[config.mk]
export PLATFORM = sky130hd
export DESIGN_NAME = flex_down_counter
export DESIGN_NICKNAME = d
export VERILOG_FILES = /design/src/rtl/flex_down_counter.sv
export SDC_FILE = /design/constraint.sdc
export NUM_CORES = 1
export LEC_CHECK = 0
export CORE_UTILIZATION = 41
export CTS_CLUSTER_SIZE = 24
export DETAILED_ROUTE_END_ITERATION = 6
export PLACE_DENSITY = 0.82
export SYNTH_ARGS = -nofsm -noshare
export SYNTH_HDL_FRONTEND = slang
export SYNTH_SLANG_ARGS = --single-unit
[constraint.sdc]
create_clock -name clk -period 1.5 [get_ports clk]
set_input_delay 0.15 -clock clk [delete_from_list [all_inputs] [get_ports clk]]
set_output_delay 0.15 -clock clk [all_outputs]
set_load 0.05 [all_outputs]
[src/rtl/flex_down_counter.sv]
`default_nettype none
// ============================================================================
// Module   : flex_down_counter
// Brief    : Loadable, parameter-width down counter with registered expire
//            pulse, done level and optional auto-reload for periodic expiry.
//            Optional feature macro: FLEX_DOWN_COUNTER_HALF_FLAG_EN adds a
//            registered half_flag output (high in RUN once the count is at or
//            below half of the reload value).
// Revision : 1.0 - initial release
// ============================================================================
module flex_down_counter #(
   parameter int NUM_CNT_BITS = 4
) (
   input  logic                    clk,
   input  logic                    rst,
   input  logic                    clear,
   input  logic                    load,
   input  logic [NUM_CNT_BITS-1:0] load_val,
   input  logic                    count_enable,
   input  logic                    auto_reload,
   output logic [NUM_CNT_BITS-1:0] count_out,
   output logic                    busy,
   output logic                    done,
   output logic                    expire
`ifdef FLEX_DOWN_COUNTER_HALF_FLAG_EN
   ,
   output logic                    half_flag
`endif
);

   localparam logic [NUM_CNT_BITS-1:0] CNT_ONE  = NUM_CNT_BITS'(1);
   localparam logic [NUM_CNT_BITS-1:0] CNT_ZERO = '0;

   typedef enum logic [1:0] {
      IDLE = 2'd0,
      RUN  = 2'd1,
      DONE = 2'd2
   } state_t;

   state_t                  state;
   state_t                  state_next;
   logic [NUM_CNT_BITS-1:0] count_next;
   logic [NUM_CNT_BITS-1:0] reload;
   logic [NUM_CNT_BITS-1:0] reload_next;
   logic                    expire_next;

   // State, count, reload value and expire pulse registers.
   always_ff @(posedge clk or posedge rst) begin
      if (rst) begin
         state     <= IDLE;
         count_out <= CNT_ZERO;
         reload    <= CNT_ZERO;
         expire    <= 1'b0;
      end else begin
         state     <= state_next;
         count_out <= count_next;
         reload    <= reload_next;
         expire    <= expire_next;
      end
   end

   // Next-state logic with clear > load > count_enable priority.
   always_comb begin
      state_next  = state;
      count_next  = count_out;
      reload_next = reload;
      expire_next = 1'b0;

      if (clear) begin
         // Abort: reload register is intentionally kept.
         state_next = IDLE;
         count_next = CNT_ZERO;
      end else if (load) begin
         // A zero load completes immediately and silently (no expire).
         count_next  = load_val;
         reload_next = load_val;
         state_next  = (load_val != CNT_ZERO) ? RUN : DONE;
      end else if ((state == RUN) && count_enable) begin
         if (count_out > CNT_ONE) begin
            count_next = count_out - CNT_ONE;
         end else if (auto_reload) begin
            // auto_reload only matters on this, the expiry strobe.
            count_next  = reload;
            expire_next = 1'b1;
         end else begin
            // Saturate at zero; RUN never holds a zero count.
            count_next  = CNT_ZERO;
            state_next  = DONE;
            expire_next = 1'b1;
         end
      end
   end

   // Status levels decoded from the registered state.
   always_comb begin
      busy = (state == RUN);
      done = (state == DONE);
   end

`ifdef FLEX_DOWN_COUNTER_HALF_FLAG_EN
   logic half_next;

   // Half-way indicator evaluated on the values the counter is about to take.
   always_comb begin
      half_next = (state_next == RUN) && (count_next <= (reload_next >> 1));
   end

   // Register the half-way indicator so it aligns with count_out.
   always_ff @(posedge clk or posedge rst) begin
      if (rst) begin
         half_flag <= 1'b0;
      end else begin
         half_flag <= half_next;
      end
   end
`endif

endmodule
`default_nettype wire

# --- Word-level counts from Yosys, hierarchy flattened ---
# Index checks and enable logic that the tools add are counted.
classes:
  order_cmp: 1
  n_reduce_logical: 5
  n_eq_ne: 4
  add_sub_neg: 1
  muxes: 15
  bitwise: 1
op_table:
  columns: ["operator", "n"]
  rows:
  - ["two-way mux 4 bit", 5]
  - ["two-way mux 2 bit", 6]
  - ["!= test 3 bit (second input constant)", 2]
  - ["> comparator 4 x 1 -> 1 bit (second input constant)", 1]
  - ["two-way mux 1 bit", 4]
  - ["nonzero test 4 bit", 1]
  - ["subtractor 4 x 1 -> 4 bit (second input constant)", 1]
  - ["AND reduction 3 bit", 1]
  - ["nonzero test 3 bit", 1]
  - ["== test 2 x 1 -> 1 bit (second input constant)", 1]
  - ["== test 2 bit (second input constant)", 1]
  - ["AND reduction 2 bit", 1]
  - ["logical AND 1 bit", 1]
  - ["inverter 1 bit", 1]
word_totals:
  output_inout_bits: 7
  regBits: 11

# --- Depth between registers and ports, before layout ---
# Gate-level depths: netlist (run 1).
logic_depth:
  depth_word: 5
  mapped_depth: 6

# --- Worst setup path before layout (run 1) ---
# OpenSTA, ideal clock, no wires.
synth_path:
  path_type: "reg2reg"
  startpoint: "register count_out[0]"
  endpoint: "register count_out[1]"
  setup_ps: 140
  path_stages_with_launch: 7
  synth_period_minus_slack_ps: 1866
  arrival_time_ps: 1726
  n_path_buf: 0
  slack_ps: -366
  cell_sequence: "dfrtp_1 -> inv_1 -> ha_1 -> or2_2 -> and4_2 -> o21ai_0 -> a32oi_1"
synth_via:
  elab_chain_len: 5
  word_cells_on_any_way: 6
synth_lines:
  columns: ["element", "line_no", "text"]
  rows:
  - ["start: declaration", "21", "output logic [NUM_CNT_BITS-1:0] count_out,"]
  - ["start signal: assignment", "56", "count_out <= count_next;"]
  - ["subtractor 4 x 1 -> 4 bit / > comparator 4 x 1 -> 1 bit (equally long branches)", "80, 79", null]
  - ["two-way mux 4 bit (*)", "79", "if (count_out > CNT_ONE) begin"]
  - ["two-way mux 4 bit (*)", "78", "end else if ((state == RUN) && count_enable) begin"]
  - ["two-way mux 4 bit (*)", "73", "end else if (load) begin"]
  - ["two-way mux 4 bit (*)", "69", "if (clear) begin"]
# Mark *: on every way between the ends. The rest lies on a longest branch, timed or not. The select of a mux whose other input is x is not followed.
# A chain may end at the register's enable or synchronous reset.

# --- Final worst setup path (run 1) ---
layout_path:
  startpoint: "register count_out[1]"
  endpoint: "register count_out[0]"
layout_via:
  elab_chain_len: 5
layout_lines:
  columns: ["element", "line_no"]
  rows:
  - ["> comparator 4 x 1 -> 1 bit", "79"]
  - ["two-way mux 4 bit", "79"]
  - ["two-way mux 4 bit", "78"]
  - ["two-way mux 4 bit", "73"]
  - ["two-way mux 4 bit", "69"]
# Every way passes these cells. The select of a mux whose other input is x is not followed.

==> results.py, run 1 <==
metrics = {
    "run_status": {
        "status": "finished, violations left",
        "violations": "setup timing",
    },
    "placement": {
        "gp_congestion": 0.824,
        "placed_cell_area_um2": 1040,
        "numPortBuffers": 16,
        "pre_cts_slack_ns": -0.159,
        "dpl.hpwl_mm": 1.56,
    },
    "critical_path": {
        "cp-end-kind": "flop",
        "cp_max_fo": 3,
        "cp.required_ns": 1.67,
        "reg2regPathDepth": 6,
        "worstSetupPathType": "flop to flop",
        "arrival_ns": 1.78,
        "regToRegSetupSlack_ns": -0.12,
        "startpoint_type": "flop",
    },
    "global_routing": {
        "grt_pass1_vias": 777,
        "grt_usage": 0.260,
        "grt_overflow": 0,
        "antenna_found_initial": 0,
        "grt_max_degree": 12,
        "grt_pass1_wl_mm": 3.33,
    },
    "layout": {
        "antenna_cells": 0,
        "utilization": 0.737,
        "num-nets-final": 123,
        "seq_area_um2": 279,
        "layout_commonest_cell": "buf_4",
        "final_area_um2": 1110,
        "layout_common_cells": "27 x buf_4, 9 x clkdlybuf4s50_1, 8 x dfrtp_1",
        "drive_above_1_share": 0.500,
        "n_fill_cell": 111,
        "multi_input_area_um2": 407,
        "syn2layout_area_growth_pct": 69.6,
    },
    "timing": {
        "worst_pin_slew_ns": 0.495,
        "setup_ws_ns": -0.118,
        "relSlewSlack": 0.669,
        "period_share": 1.08,
        "finalSetupTns_ns": -0.246,
        "rsz0062_at_grt": "true",
        "min_period_ns": 1.62,
        "fmax_mhz": 618,
        "final_hold_viol_count": 0,
        "skew_ns": 0.00783,
        "finalSetupViolations": 4,
        "drv_slew": 0,
    },
    "min_path": {
        "worstHoldPathType": "primary input to async pin",
    },
    "logic_synthesis": {
        "synth_top_area_share": 0.421,
        "synthesis.area_um2": 654,
        "netlist_top_cells_area": "dfrtp_1 42%, mux2_2 5.2%, ha_1 3.8%",
        "synth_cell_types": 31,
        "synthesis.instances": 67,
        "synth-edff-count": 0,
        "synth_top_cell_by_area": "dfrtp_1",
        "synthFlopType": "dfrtp_1",
        "syn-mean-instance-area_um2": 9.77,
        "synthesis.nets": 79,
        "synth-async-reset-ratio": 1.00,
        "synth_warnings": 0,
        "ys_seq_area_frac": 0.421,
        "synth-seq-cells": 11,
    },
    "pwr": {
        "power_frac_seq": 0.352,
        "ir_drop_mv": 0.586,
        "p_int_uw": 680,
        "p_comb_frac": 0.454,
        "power_density_nw_per_um2": 968,
        "p_clk_frac": 0.194,
        "p_leak_uw": 0.000493,
        "p_sw_frac": 0.367,
        "power_uw": 1070,
        "p_sw_uw": 395,
    },
    "detailed_routing": {
        "dr_total_vias": 732,
        "route.detailed.drc": 0,
        "drt_pass1_iterations": 4,
        "wl_mm": 2.15,
        "drtIter0Drc": 15,
        "wl_per_cell_um": 17.1,
        "antenna_left": 0,
        "vias_per_cell": 5.81,
    },
    "clock_tree": {
        "h-tree-depth": 1,
        "clk_pin_slew_ns": 0.07,
        "cts-root-buf": "clkbuf_4",
        "cts_sinks": 11,
        "worstSkewPairLatency_ns": 0.28,
        "tritoncts": "done",
        "clk_path_buf_depth": 2,
        "cts_buffers": 3,
        "ctsHoldBuffers": 0,
    },
    "floorplan": {
        "core_um2": 1510,
        "die_area_um2": 1760,
        "start_util": 0.434,
        "ios": 17,
        "die_w_um": 42.0,
        "die_h_um": 42.0,
        "rows": 14,
    },
    "job": {
        "maxCapViolCount": 0,
    },
}
-- per-layer routing --
metal	wire length [um]	track usage	vias to the layer above
li1	-	-	336
met1	820	0.261	360
met2	1190	0.484	27
met3	80	0.0783	9
met4	59	0.116	0
met5	0	0	-
-- flip-flops by register name (all words and copies together) (netlist names) --
name	flops
expire	1
reload	4
count_out	4
state	2
-- through the flow --
stage / hold WS [ns] / cells
final: 0.154 / 126
after global routing: 0.233 / 126
after CTS: 0.169 / 125
after detailed placement: 0.470 / 119
after global placement: 0.468 / 119
after floorplan: 0.00224 / 67
-- area by class of cell --
class / instances / share of cell area
well taps: 16 / 0.0180
repair buffers: 39 / 0.318
multi-input cells: 50 / 0.366
inverters: 6 / 0.0225
clock buffers: 4 / 0.0237
flip-flops and latches: 11 / 0.251
-- power by group through the flow --
stage / logic [uW] / clock network, uW / registers [uW]
5_1_grt: 512 / 231 / 381
6_report: 488 / 208 / 378
3_3_place_gp: 419 / 0 / 378
2_1_floorplan: 175 / 0 / 435
3_5_place_dp: 438 / 0 / 381
4_1_cts: 464 / 213 / 374
-- path summary, 6_finish.rpt --
check / startpoint / end
setup / recovery: count_out[1] / count_out[0]
hold / removal: rst / count_out[2]
setup reg to reg: count_out[1] / count_out[0]
hold reg to reg: reload[3] / reload[3]
max in group asynchronous: rst / count_out[0]
min in group clk: reload[3] / reload[3]
-- cell usage after synthesis (2+ instances only) --
cell type	instances
inv_1	6
ha_1	2
o21ai_0	4
a21oi_1	2
or2_2	2
mux2_2	3
nor2_1	6
a2111oi_0	2
nand2_1	6
nor2b_1	3
dfrtp_1	11
-- worst max-delay path: stages, from the launching register on --
cell	delay (ns)
dfrtp_2	0.44
inv_4	0.09
ha_4	0.14
nor2_1	0.05
a2111oi_1	0.50
a2111oi_2	0.08
o22a_1	0.21
-- logic make-up (layout without fill, tap and decap cells) --
| group | after synthesis | after routing | synth area share |
|---|---|---|---|
| simple gates | 28 | 28 | 0.249 |
| compound gates | 17 | 17 | 0.207 |
| flops | 11 | 11 | 0.421 |
| buf+inv | 6 | 49 | 0.0344 |
| mux | 3 | 3 | 0.0516 |
| fa+ha+maj | 2 | 2 | 0.0382 |
-- repair_timing --
action,in CTS,in global routing
pin swaps,3,2
gates resized for setup,3,5
endpoints found under the setup margin,3,5
setup buffers,2,1
(Power assumes the default switching activity.)
==> inputs of run 2 (changes only) <==
TNS_END_PERCENT = 100   (was unset)
==> results of run 2 <==
Final layout, timing and power as in run 1 (identical DEF).
==> inputs of run 3 (changes only) <==
CAP_MARGIN = 20   (was unset)
CELL_PAD_IN_SITES_DETAIL_PLACEMENT = 1   (was unset)
CELL_PAD_IN_SITES_GLOBAL_PLACEMENT = 1   (was unset)
CORE_UTILIZATION = 35   (was 41)
PLACE_DENSITY = 0.86   (was 0.82)
clock period = 1.6 ns   (was 1.5 ns; I/O delays follow)
==> results.py, run 3 (synthesized netlist as in run 1, its figures left out) <==
metrics = {
    "critical_path": {
        "critical-path-top-delay-family": "simple AND/OR/NAND/NOR gates",
        "worst-path-buf-inv": 1,
        "arrival_ns": 1.75,
        "worstSetupPathType": "flop to flop",
        "cp_max_fo": 4,
        "max_stage_delay_ns": 0.43,
        "cp.required_ns": 1.77,
        "regToRegSetupSlack_ns": 0.02,
        "crit_slowest_cell": "dfrtp_2",
        "startpoint_type": "flop",
        "cp-end-kind": "flop",
        "cp_cell_sequence": "inv_4 > ha_4 > or2_4 > nand2_4 > or3_4 > a32o_1",
    },
    "pwr": {
        "power_density_nw_per_um2": 905,
        "p_leak_uw": 0.000460,
        "ir_drop_mv": 0.593,
    },
    "global_routing": {
        "grt_max_degree": 12,
        "antenna_found_initial": 0,
        "grt_usage": 0.228,
        "grt_overflow": 0,
        "grt_pass1_wl_mm": 3.15,
        "grt_pass1_vias": 692,
    },
    "timing": {
        "finalSetupTns_ns": 0,
        "worst_pin_slew_ns": 0.444,
        "relSlewSlack": 0.704,
        "skew_ns": 0.00378,
        "rsz0062_at_grt": "true",
        "period_share": 0.990,
        "min_period_ns": 1.58,
        "hold_slack_ns": 0.190,
        "drv_slew": 0,
        "fmax_mhz": 632,
        "final_hold_viol_count": 0,
        "finalSetupViolations": 0,
    },
    "floorplan": {
        "die_w_um": 45.2,
        "core_um2": 1750,
        "die_area_um2": 2050,
        "start_util": 0.375,
        "die_h_um": 45.2,
        "ios": 17,
        "rows": 15,
    },
    "min_path": {
        "worstHoldPathType": "primary input to async pin",
    },
    "layout": {
        "antenna_cells": 0,
        "n_fill_cell": 208,
        "multi_input_area_um2": 395,
        "drive_above_1_share": 0.437,
        "layout_commonest_cell": "buf_4",
        "num-nets-final": 116,
        "seq_area_um2": 278,
        "layout_common_cells": "20 x buf_4, 9 x dfrtp_1, 9 x clkdlybuf4s50_1",
        "final_area_um2": 1060,
        "syn2layout_area_growth_pct": 61.4,
        "top_regs": "count_out x4, reload x4, state x2",
    },
    "placement": {
        "placed_cell_area_um2": 988,
        "numPortBuffers": 16,
        "gp_congestion": 0.839,
        "dpl.hpwl_mm": 1.52,
    },
    "detailed_routing": {
        "drt_pass1_iterations": 4,
        "wl_met3_um": 68,
        "wl_mm": 1.95,
        "wl_per_cell_um": 15.2,
        "drtIter0Drc": 7,
        "vias_per_cell": 5.23,
        "route.detailed.drc": 0,
        "wl_met1_um": 868,
        "wl_met2_um": 969,
        "dr_total_vias": 669,
        "top_layer": "met4",
        "antenna_left": 0,
    },
    "clock_tree": {
        "clk_pin_slew_ns": 0.08,
        "cts_sinks": 11,
        "h-tree-depth": 1,
        "worstSkewPairLatency_ns": 0.28,
        "ctsHoldBuffers": 0,
        "cts_buffers": 3,
        "clk_path_buf_depth": 2,
        "cts-root-buf": "clkbuf_4",
        "tritoncts": "done",
    },
    "run_status": {
        "status": "finished clean",
    },
    "job": {
        "maxCapViolCount": 0,
    },
}
-- run 3: cell types whose count changed in the layout (fill, tap and decap cells not counted) --
| cell | delta |
|---|---|
| o2bb2a_1 | +1 |
| dfrtp_1 | +1 |
| or2_2 | +1 |
| or2_4 | -1 |
| o21ai_1 | -1 |
| o2bb2a_2 | -1 |
| buf_4 | -7 |
| o21ai_0 | +1 |
| a2111oi_0 | +2 |
| a2111oi_1 | -1 |
| dfrtp_2 | -1 |
| a2111oi_2 | -1 |
-- run 3: final cells by class --
cell class / instances / area share
sequential: 11 / 0.263
timing repair buffer: 32 / 0.284
tap: 25 / 0.0296
inverter: 6 / 0.0237
multi-input combinational: 50 / 0.374
clock buffer: 4 / 0.0249
-- run 3: what timing repair did --
action,4_1_cts,5_1_grt
pin swaps,0,1
gates cloned,0,0
setup endpoints to repair,1,4
gates resized for setup,0,2
setup buffers,1,3
-- run 3: metal layers --
metal  vias up  track usage
li1        322            -
met1       325        0.272
met2        16        0.374
met3         6       0.0520
met4         0        0.127
met5         -            0
-- run 3: stage by stage --
| stage | setup WS, ns | instances | total power [uW] | util |
|---|---|---|---|---|
| final | 0.0166 | 128 | 955 | 0.605 |
| after global routing | -0.0252 | 128 | 1010 | 0.605 |
| after CTS | 0.00267 | 125 | 942 | 0.586 |
| after detailed placement | -0.109 | 120 | 732 | 0.566 |
| after global placement | 0.0125 | 120 | 717 | 0.566 |
| after floorplan | -0.0364 | 67 | 571 | - |
-- run 3: final timing paths --
check	endpoint	cells after the start	startpoint
max	state[0]	6	count_out[1]
min reg2reg	reload[3]	1	reload[3]
min in group clk	count_out[2]	3	load_val[2]
max in group asynchronous	count_out[0]	2	rst
max reg2reg	state[0]	6	count_out[1]
min	state[1]	2	rst
-- run 3: report_power, final --
part	internal (uW)	total, uW	switching [uW]	leakage (uW)
logic	195	408	213	0.000310
registers	313	348	35.3	0.000135
clock network	96.7	200	103	0.0000150
-- run 3: worst register-to-register path, stage by stage, from the launching register on --
cell and delay, ns:
dfrtp_2 0.43, inv_4 0.09, ha_4 0.14, or2_4 0.14
nand2_4 0.05, or3_4 0.39, a32o_1 0.24
